<file path="src/rtl/mult_share_arbiter_if.sv">
// Request/response bundle between client blocks and the shared multiplier.
// The master side issues operand requests and consumes products; the slave side is the arbiter.
interface mult_share_arbiter_if #(
  parameter int NUM_REQ = 4,
  parameter int WIDTH   = 8
);
  localparam int ID_W = (NUM_REQ > 1) ? $clog2(NUM_REQ) : 1;

  logic [NUM_REQ-1:0]       req_valid;
  logic [NUM_REQ-1:0]       req_ready;
  logic [NUM_REQ*WIDTH-1:0] req_num1;
  logic [NUM_REQ*WIDTH-1:0] req_num2;
  logic                     rsp_valid;
  logic                     rsp_ready;
  logic [ID_W-1:0]          rsp_id;
  logic [2*WIDTH-1:0]       rsp_product;
  logic                     busy;
  logic [15:0]              done_count;

  modport master (
    output req_valid, req_num1, req_num2, rsp_ready,
    input  req_ready, rsp_valid, rsp_id, rsp_product, busy, done_count
  );

  modport slave (
    input  req_valid, req_num1, req_num2, rsp_ready,
    output req_ready, rsp_valid, rsp_id, rsp_product, busy, done_count
  );
endinterface

</file>
<file path="src/rtl/mult_share_arbiter.sv">
// Round-robin arbiter sharing one WIDTHxWIDTH unsigned multiplier among NUM_REQ clients.
// Sequencer walks IDLE (grant) -> MUL (compute) -> HOLD (wait for consumer) -> IDLE.
module mult_share_arbiter #(
  parameter int NUM_REQ = 4,
  parameter int WIDTH   = 8
) (
  input  logic             clk,
  input  logic             rst,
  mult_share_arbiter_if.slave bus
);
  localparam int ID_W = (NUM_REQ > 1) ? $clog2(NUM_REQ) : 1;

  typedef enum logic [1:0] {
    S_IDLE = 2'd0,
    S_MUL  = 2'd1,
    S_HOLD = 2'd2
  } state_t;

  state_t              state_q, state_d;
  logic [ID_W-1:0]     ptr_q;
  logic [ID_W-1:0]     id_q;
  logic [WIDTH-1:0]    a_q, b_q;
  logic                rsp_valid_q;
  logic [ID_W-1:0]     rsp_id_q;
  logic [2*WIDTH-1:0]  rsp_product_q;
  logic [15:0]         done_count_q;

  logic                grant_found;
  logic [ID_W-1:0]     grant_idx;
  logic [ID_W-1:0]     cand;
  logic                do_grant;
  logic                rsp_fire;

  logic [WIDTH-1:0]    num1_arr [NUM_REQ];
  logic [WIDTH-1:0]    num2_arr [NUM_REQ];

  function automatic logic [ID_W-1:0] wrap_inc(input logic [ID_W-1:0] v);
    return (v == ID_W'(NUM_REQ - 1)) ? '0 : v + ID_W'(1);
  endfunction

  for (genvar i = 0; i < NUM_REQ; i++) begin : g_slice
    assign num1_arr[i] = bus.req_num1[i*WIDTH +: WIDTH];
    assign num2_arr[i] = bus.req_num2[i*WIDTH +: WIDTH];
  end

  // Search starts at ptr so the most recently served requester is checked last.
  always_comb begin
    // NOTE: every variable gets a default before any branch so no latch is inferred.
    grant_found = 1'b0;
    grant_idx   = '0;
    cand        = ptr_q;
    for (int k = 0; k < NUM_REQ; k++) begin
      if (!grant_found && bus.req_valid[cand]) begin
        grant_found = 1'b1;
        grant_idx   = cand;
      end
      cand = wrap_inc(cand);
    end
  end

  assign do_grant = (state_q == S_IDLE) && grant_found && !rst;
  assign rsp_fire = (state_q == S_HOLD) && bus.rsp_ready;

  always_comb begin
    state_d       = state_q;
    bus.req_ready = '0;
    unique case (state_q)
      S_IDLE: begin
        if (do_grant) begin
          bus.req_ready[grant_idx] = 1'b1;
          state_d                  = S_MUL;
        end
      end
      S_MUL:  state_d = S_HOLD;
      S_HOLD: if (bus.rsp_ready) state_d = S_IDLE;
      default: state_d = S_IDLE;
    endcase
  end

  always_ff @(posedge clk) begin
    // NOTE: sequential state uses non-blocking assignments so every register sees pre-edge values.
    if (rst) begin
      state_q <= S_IDLE;
    end else begin
      state_q <= state_d;
    end
  end

  // Datapath and bookkeeping; an op in flight at reset is dropped with no response.
  always_ff @(posedge clk) begin
    if (rst) begin
      ptr_q         <= '0;
      id_q          <= '0;
      a_q           <= '0;
      b_q           <= '0;
      rsp_valid_q   <= 1'b0;
      rsp_id_q      <= '0;
      rsp_product_q <= '0;
      done_count_q  <= '0;
    end else begin
      unique case (state_q)
        S_IDLE: begin
          if (grant_found) begin
            a_q   <= num1_arr[grant_idx];
            b_q   <= num2_arr[grant_idx];
            id_q  <= grant_idx;
            ptr_q <= wrap_inc(grant_idx);
          end
        end
        S_MUL: begin
          rsp_product_q <= {{WIDTH{1'b0}}, a_q} * {{WIDTH{1'b0}}, b_q};
          rsp_id_q      <= id_q;
          rsp_valid_q   <= 1'b1;
        end
        S_HOLD: begin
          if (rsp_fire) begin
            rsp_valid_q  <= 1'b0;
            done_count_q <= done_count_q + 16'd1;
          end
        end
        default: ;
      endcase
    end
  end

  assign bus.rsp_valid   = rsp_valid_q;
  assign bus.rsp_id      = rsp_id_q;
  assign bus.rsp_product = rsp_product_q;
  assign bus.busy        = (state_q != S_IDLE);
  assign bus.done_count  = done_count_q;

endmodule

</file>
<file path="src/flat_wrapper.sv">
// flat-port wrapper written by rule: the top's interface ports become plain ports
module mult_share_arbiter_flat 
#(
  parameter int NUM_REQ = 4,
  parameter int WIDTH   = 8
)
  (clk, rst, bus_req_valid, bus_req_num1, bus_req_num2, bus_rsp_ready, bus_req_ready, bus_rsp_valid, bus_rsp_id, bus_rsp_product, bus_busy, bus_done_count);
  mult_share_arbiter_if #(.NUM_REQ(NUM_REQ), .WIDTH(WIDTH)) bus_i ();
  input  logic clk;
  input  logic rst;
  input wire logic [$bits(bus_i.req_valid)-1:0] bus_req_valid;
  input wire logic [$bits(bus_i.req_num1)-1:0] bus_req_num1;
  input wire logic [$bits(bus_i.req_num2)-1:0] bus_req_num2;
  input wire logic [$bits(bus_i.rsp_ready)-1:0] bus_rsp_ready;
  output wire logic [$bits(bus_i.req_ready)-1:0] bus_req_ready;
  output wire logic [$bits(bus_i.rsp_valid)-1:0] bus_rsp_valid;
  output wire logic [$bits(bus_i.rsp_id)-1:0] bus_rsp_id;
  output wire logic [$bits(bus_i.rsp_product)-1:0] bus_rsp_product;
  output wire logic [$bits(bus_i.busy)-1:0] bus_busy;
  output wire logic [$bits(bus_i.done_count)-1:0] bus_done_count;
  assign bus_i.req_valid = bus_req_valid;
  assign bus_i.req_num1 = bus_req_num1;
  assign bus_i.req_num2 = bus_req_num2;
  assign bus_i.rsp_ready = bus_rsp_ready;
  assign bus_req_ready = bus_i.req_ready;
  assign bus_rsp_valid = bus_i.rsp_valid;
  assign bus_rsp_id = bus_i.rsp_id;
  assign bus_rsp_product = bus_i.rsp_product;
  assign bus_busy = bus_i.busy;
  assign bus_done_count = bus_i.done_count;
  mult_share_arbiter #(.NUM_REQ(NUM_REQ), .WIDTH(WIDTH)) u_core (.clk(clk), .rst(rst), .bus(bus_i));
endmodule
</file>
<file path="config.mk">
export PLATFORM = sky130hd
export DESIGN_NAME = mult_share_arbiter_flat
export DESIGN_NICKNAME = d
export VERILOG_FILES = /design/src/rtl/mult_share_arbiter_if.sv /design/src/rtl/mult_share_arbiter.sv /design/src/flat_wrapper.sv
export SDC_FILE = /design/constraint.sdc
export NUM_CORES = 1
export LEC_CHECK = 0
export ABC_AREA = 1
export BUFFER_PORTS_ARGS = -buffer_cell sky130_fd_sc_hd__buf_2
export CORE_MARGIN = 3
export CORE_UTILIZATION = 51
export CTS_CLUSTER_DIAMETER = 200
export DETAILED_ROUTE_END_ITERATION = 7
export PLACE_DENSITY = 0.78
export RECOVER_POWER = 50
export SLEW_MARGIN = 20
export SYNTH_ARGS = -nofsm -noshare
export SYNTH_HDL_FRONTEND = slang
export SYNTH_SLANG_ARGS = --single-unit
</file>
<file path="constraint.sdc">
create_clock -name clk -period 4.29 [get_ports clk]
set_input_delay 1.0725 -clock clk [delete_from_list [all_inputs] [get_ports clk]]
set_output_delay 1.0725 -clock clk [all_outputs]
set_load 0.01 [all_outputs]
</file>
==> metrics, run 1 <==
number of enable flip-flop cells after synthesis 0; DR vias around 5300; Total GRT Usage between 20% and 30%; first-pass GRT wire length between 20000 and 25000 um; Sw Ratio around 50%; fill count between 900 and 1000; Root Driver clkbuf_8; 1st-iter DRT viols approximately 330; Post-CTS Setup Bufs 0; Pre-antenna DRT Iters 5; Critical Path RT around 4.6 ns; Avg Cell Area, Syn just under 7 um^2; nature of the critical path endpoint register; Critical Path, Cell by Cell nand2_1 -> inv_1 -> fa_1 -> fa_1 -> fa_1 -> inv_1 -> fa_1 -> inv_1 -> ha_1 -> a21oi_1 -> o21ai_1 -> a21oi_2 -> o21bai_1 -> or2_2 -> nand3_1 -> o211ai_1 -> inv_1; Seq. cell area between 1000 and 1500 um^2; Setup violations, final 0; row count 37; max-slew violations 0; Int Pwr approximately 1.9 mW; Worst Setup SP u_core.a_q[2]; max_cap viols 0; P_sw 1.964 mW; Antenna Violating Nets Remaining 0; Hold WC Path Type register to register; status complete, no violations; FFs w/ async S/R, synth 0%; placed cell area around 6300 um^2; dpl hpwl approximately 10000 um; Clk pwr share roughly 14%; end of the worst register-to-register path u_core.bus.rsp_product[12]; LEAKAGE between 3 and 4 nW; Synth Instances about 820; Cell Pwr Density ~600 nW/um^2; Comb power frac between 60% and 70%; fmax between 200 and 250 MHz; vias in the first global route ~5000; wire per inst 12.32 um; WHS ~0.46 ns; design area around 6600 um^2; nets approximately 1100; Crit path buffers/inverters 4; Setup CP Type register to register; CP peak stage delay between 0.5 and 0.6 ns; Initial Util a little over half; CP max stage cell fa_1; TritonCTS clock tree built; WP depth 17; Post-synth top cells 192 x inv_1, 185 x nand2_1, 65 x nor2_1, 57 x dfxtp_1, 42 x ha_1; gpl congestion a little under 0.9; min-delay src u_core.bus.rsp_valid; I/O pins between 100 and 150; startpoint class of the critical path register; Worst-Skew Late Latency approximately 0.35 ns; ys flop type dfxtp_1; Die Ht around 110 um; relative slew slack about 17%; part of the power in registers a little over a fifth; Layout area overhead 17.06%; CP top delay family adder cells; largest net degree at the start of global routing 34; fin crit share a little over nine tenths; final WL ~13000 um; core footprint between 10000 and 15000 um^2; Clock Skews between 0.01 and 0.015 ns; Placed Instances ~1100; TritonCTS buffer count 9; Synth top area share slightly above 20%; worst reg-to-reg setup slack approximately 0.16 ns; reg2reg start u_core.a_q[2]; most numerous cell in the Yosys netlist inv_1; slew of the pin with the lowest slew margin around 1.2 ns; Worst VDD drop approximately 280 uV; vias per inst roughly 5.0; Final Hold Fails 0; WP data arrival roughly 4.4 ns; final core occ approximately 63%; Reg2Reg Depth 17; Post-CTS Hold Fix Bufs 0; CTS clk-pin slew, worst paths approximately 0.070 ns; CP endpoint u_core.bus.rsp_product[12]; I/O Buffers 110; fin cells 1070; die area around 12000 um^2; mapped cell area 5632 um^2; Yosys reg bits 57; initial antenna violation count 0; Max H-tree Level 3; Synth area leaders dfxtp_1 20%, fa_1 13%, inv_1 13%; post-synthesis sequential area ratio between 20% and 30%; die width roughly 110 um; grt total ovfl 0; DRC violations left 0; # diodes 0; area occupied by multi-input gates 3611 um^2; Yosys warning total 0; clk buf depth 2; Min Clock Period, post-route 4.128 ns; Post-Syn Nets 972; post-synth top area cell dfxtp_1; critical path fanouts, max 7; setup TNS 0 ns; Sink Count 57; share of layout cells above drive strength 1 a little under a fifth; Yosys cell types 44
registers in the layout, summed over array words and instances (netlist names):
name and flops:
u_core.bus.done_count 16, u_core.bus.rsp_product 16, u_core.a_q 8, u_core.b_q 8, u_core.bus.rsp_id 2, u_core.id_q 2
u_core.ptr_q 2, u_core.state_q 2, u_core.bus.rsp_valid 1
cell families after synthesis:
logic type	share of synthesized area [%]
flip-flops	20.26
AND/OR/NAND/NOR	30.79
buffers and inverters	16.53
AO/OA/AOI/OAI	8.420
XOR/XNOR	1.866
adder cells (fa/ha/maj)	22.13
repair_timing:
action / CTS / global route
setup endpoints to repair: 2 / 7
pin swaps: 0 / 2
resized for setup: 5 / 23
worst min-delay path, delay by kind of cell (launching register included):
family	cells	cell delay (ns)
flops	1	0.31
compound gates	1	0.05
simple gates	1	0.06
metrics by stage:
stage / setup WS (ns) / power (mW)
2_1_floorplan: 0.04361 / 2.738
3_3_place_gp: 0.07006 / 3.260
3_5_place_dp: 0.001189 / 3.288
4_1_cts: 0.03283 / 3.873
5_1_grt: -0.06748 / 4.333
6_report: 0.1624 / 3.908
power by group through the flow:
stage          Sequential, mW  Clock (mW)  Combinational [mW]
2_1_floorplan           0.754           0                1.98
3_3_place_gp            0.810           0                2.45
3_5_place_dp            0.816           0                2.47
4_1_cts                 0.810       0.566                2.50
5_1_grt                 0.845       0.588                2.90
6_report                0.828       0.556                2.53
worst min path at each step:
stage,depth (start not counted),slack (ns),end
6_report,2,0.46,u_core.bus.rsp_valid
5_1_grt,2,0.50,u_core.bus.done_count[5]
4_1_cts,2,0.46,u_core.bus.rsp_valid
3_5_place_dp,2,0.45,u_core.bus.rsp_valid
3_3_place_gp,2,0.46,u_core.bus.rsp_product[0]
2_1_floorplan,2,0.44,u_core.id_q[1]
final cells by class:
| class | count | area share [%] |
|---|---|---|
| Multi-Input combinational cell | 531 | 54.77 |
| Clock inverter | 7 | 1.423 |
| Sequential cell | 57 | 17.75 |
| Timing Repair Buffer | 132 | 10.21 |
| Tap cell | 136 | 2.581 |
| Clock buffer | 9 | 1.879 |
| Inverter | 198 | 11.39 |
cells in the final DEF, fill, tap and decap left out, types with 3 or more instances in the layout:
master and count:
dfxtp_4 6, nand2_1 185, or2_2 4, nor3_1 5, ha_1 40, dfxtp_1 46
dfxtp_2 5, nand4_1 26, o211ai_1 5, o211ai_2 7, or2_1 7, buf_4 22
a21oi_2 3, fa_1 36, nand2_4 4, o21ai_0 24, buf_2 76, a21oi_1 25
nand3_1 39, inv_2 3, xnor2_1 4, clkbuf_8 9, xor2_1 8, nor2_1 65
a31oi_1 3, nand3_2 13, clkbuf_1 34, inv_1 192
metal layers:
metal | up-vias | share of wire [%] | track usage [%]
li1 | 2718 | - | -
met1 | 2467 | 44 | 27.27
met2 | 137 | 50 | 38.07
met3 | 19 | 4.8 | 3.603
met4 | 0 | 1.6 | 6.083
met5 | - | 0 | 0
(Power assumes the default switching activity.)
==> run 2, diff against run 1 <==
--- a/config.mk
+++ b/config.mk
@@ -7,11 +7,11 @@
 export LEC_CHECK = 0
 export ABC_AREA = 1
 export BUFFER_PORTS_ARGS = -buffer_cell sky130_fd_sc_hd__buf_2
+export CORE_ASPECT_RATIO = 0.6
 export CORE_MARGIN = 3
-export CORE_UTILIZATION = 51
+export CORE_UTILIZATION = 25
 export CTS_CLUSTER_DIAMETER = 200
 export DETAILED_ROUTE_END_ITERATION = 7
-export PLACE_DENSITY = 0.78
 export RECOVER_POWER = 50
 export SLEW_MARGIN = 20
 export SYNTH_ARGS = -nofsm -noshare
==> metrics, run 2 (synthesis gave the netlist of run 1 again) <==
status complete, no violations (unchanged); Post-CTS Hold Fix Bufs 0 (unchanged); fin crit share 94.70% (was 96.21%); dpl hpwl 13100 um (was 10090 um); LEAKAGE 3.983 nW (was 3.906 nW); setup TNS 0 ns (unchanged); startpoint class of the critical path register (unchanged); total power 4.371 mW (was 3.908 mW); Worst Setup SP u_core.b_q[7] (was u_core.a_q[2]); Critical Path, Cell by Cell buf_4 -> nand2_1 -> inv_1 -> fa_1 -> fa_1 -> fa_1 -> inv_1 -> fa_1 -> inv_1 -> ha_4 -> a21oi_1 -> o21ai_1 -> a21oi_2 -> o21bai_1 -> or2_2 -> nand3_1 -> o211ai_1 -> inv_1 (was nand2_1 -> inv_1 -> fa_1 -> fa_1 -> fa_1 -> inv_1 -> fa_1 -> inv_1 -> ha_1 -> a21oi_1 -> o21ai_1 -> a21oi_2 -> o21bai_1 -> or2_2 -> nand3_1 -> o211ai_1 -> inv_1); Critical Path RT 4.56 ns (was 4.58 ns); WHS 0.4755 ns (was 0.4648 ns); clk buf depth 2 (unchanged); gpl congestion 0.8842 (was 0.8769); Crit path buffers/inverters 5 (was 4); first-pass GRT wire length 26690 um (was 22610 um); Placed Instances 1207 (was 1054); WP data arrival 4.33 ns (was 4.42 ns); Setup CP Type register to register (unchanged); initial antenna violation count 0 (unchanged); leading cell type in the layout, fill and taps excluded inv_1 (unchanged); DRC violations left 0 (unchanged); largest net degree at the start of global routing 33 (was 34); Initial Util 26.14% (was 53.59%); final core occ 32.29% (was 62.73%); Die Ht 122.3 um (was 111.1 um); fin cells 1223 (was 1070); final worst slack 0.2275 ns (was 0.1624 ns); hold path endpoint u_core.bus.rsp_product[0] (was u_core.bus.rsp_valid); worst reg-to-reg setup slack 0.23 ns (was 0.16 ns); final WL 16040 um (was 13180 um); reg2reg start u_core.b_q[7] (was u_core.a_q[2]); design area 6957 um^2 (was 6593 um^2); most frequent cells in the layout 192 x inv_1, 185 x nand2_1, 75 x buf_2, 65 x nor2_1, 45 x dfxtp_1 (was 192 x inv_1, 185 x nand2_1, 76 x buf_2, 65 x nor2_1, 46 x dfxtp_1); Setup violations, final 0 (unchanged); DR vias 5362 (was 5341); I/O pins 111 (unchanged); Sink Count 57 (unchanged); grt total ovfl 0 (unchanged); nets 1088 (was 1078); TritonCTS buffer count 9 (unchanged); Total GRT Usage 13.71% (was 21.60%); Worst-Skew Late Latency 0.33 ns (was 0.35 ns); max_cap viols 0 (unchanged); wire per inst 13.11 um (was 12.32 um); CP max stage cell fa_1 (unchanged); row count 41 (was 37); Worst VDD drop 263.9 uV (was 280.1 uV); CP top delay family adder cells (unchanged); Pre-antenna DRT Iters 5 (unchanged); share of layout cells above drive strength 1 19.81% (was 18.84%); core footprint 21550 um^2 (was 10510 um^2); # diodes 0 (unchanged); Final Hold Fails 0 (unchanged); CTS clk-pin slew, worst paths 0.05 ns (was 0.07 ns); Hold Crit Depth 2 (unchanged); slew of the pin with the lowest slew margin 1.253 ns (was 1.248 ns); Cell Pwr Density 628.4 nW/um^2 (was 592.8 nW/um^2); 1st-iter DRT viols 399 (was 328); Layout area overhead 23.53% (was 17.06%); nature of the critical path endpoint register (unchanged); Post-CTS Setup Bufs 0 (unchanged); fmax 246.2 MHz (was 242.3 MHz); Antenna Violating Nets Remaining 0 (unchanged); max-slew violations 0 (unchanged); die area 24420 um^2 (was 12340 um^2); Reg2Reg Depth 18 (was 17); Hold WC Path Type register to register (unchanged); vias in the first global route 5245 (was 5110); Max H-tree Level 3 (unchanged); critical path fanouts, max 7 (unchanged); vias per inst 4.384 (was 4.992); die width 199.8 um (was 111.1 um); Root Driver clkbuf_16 (was clkbuf_8); Min Clock Period, post-route 4.063 ns (was 4.128 ns); end of the worst register-to-register path u_core.bus.rsp_product[12] (unchanged); Setup Slack @ Placement 0.00006661 ns (was 0.001189 ns); CP peak stage delay 0.55 ns (was 0.54 ns); min-delay src u_core.bus.rsp_product[0] (was u_core.bus.rsp_valid); relative slew slack 16.49% (was 16.81%); Clock Skews 0.008528 ns (was 0.01096 ns); I/O Buffers 110 (unchanged); placed cell area 6591 um^2 (was 6337 um^2); TritonCTS clock tree built (unchanged)
run 2: how the worst max path moves through the flow:
stage	to	slack, ns	cells after the start
6_report	u_core.bus.rsp_product[12]	0.23	18
5_1_grt	u_core.bus.rsp_product[12]	-0.02	18
4_1_cts	u_core.bus.rsp_product[12]	0.007	17
3_5_place_dp	u_core.bus.rsp_product[12]	0.00007	17
3_3_place_gp	u_core.bus.rsp_product[12]	0.06	17
2_1_floorplan	u_core.bus.rsp_product[12]	0.04	18
run 2: tightest hold or removal path, stage by stage (launching register included):
cell     delay, ns
dfxtp_1       0.31
nand2_1       0.06
a21oi_1       0.06
run 2: area by class of cell:
cell class / count / area, um^2
clock buffers: 10 / 239.0
well taps: 279 / 349.1
repair buffers: 142 / 743.2
clock inverters: 6 / 90.09
multi-input cells: 531 / 3616
flip-flops and latches: 57 / 1169
fillers: 2357 / 14590
inverters: 198 / 750.7
run 2: report_power, final:
group,switching [mW],internal (mW),leakage [nW]
sequential,0.153,0.684,0.473
combinational,1.73,1.01,3.35
clock,0.276,0.526,0.159
run 2: repair_timing:
action	4_1_cts	5_1_grt
gates resized for setup	3	29
gates cloned	0	0
endpoints found under the hold margin	0	0
pin swaps	0	4
setup endpoints to repair	2	7
run 2: routing by layer:
layer	up-vias	wire length, um	global-route usage [%]	share of wire, %
met1	2479	8506	21.04	53
met3	4	1326	4.115	8.3
li1	2749	-	-	-
met2	130	6165	19.16	38
met4	0	39	1.829	0.24
met5	-	0	0	0
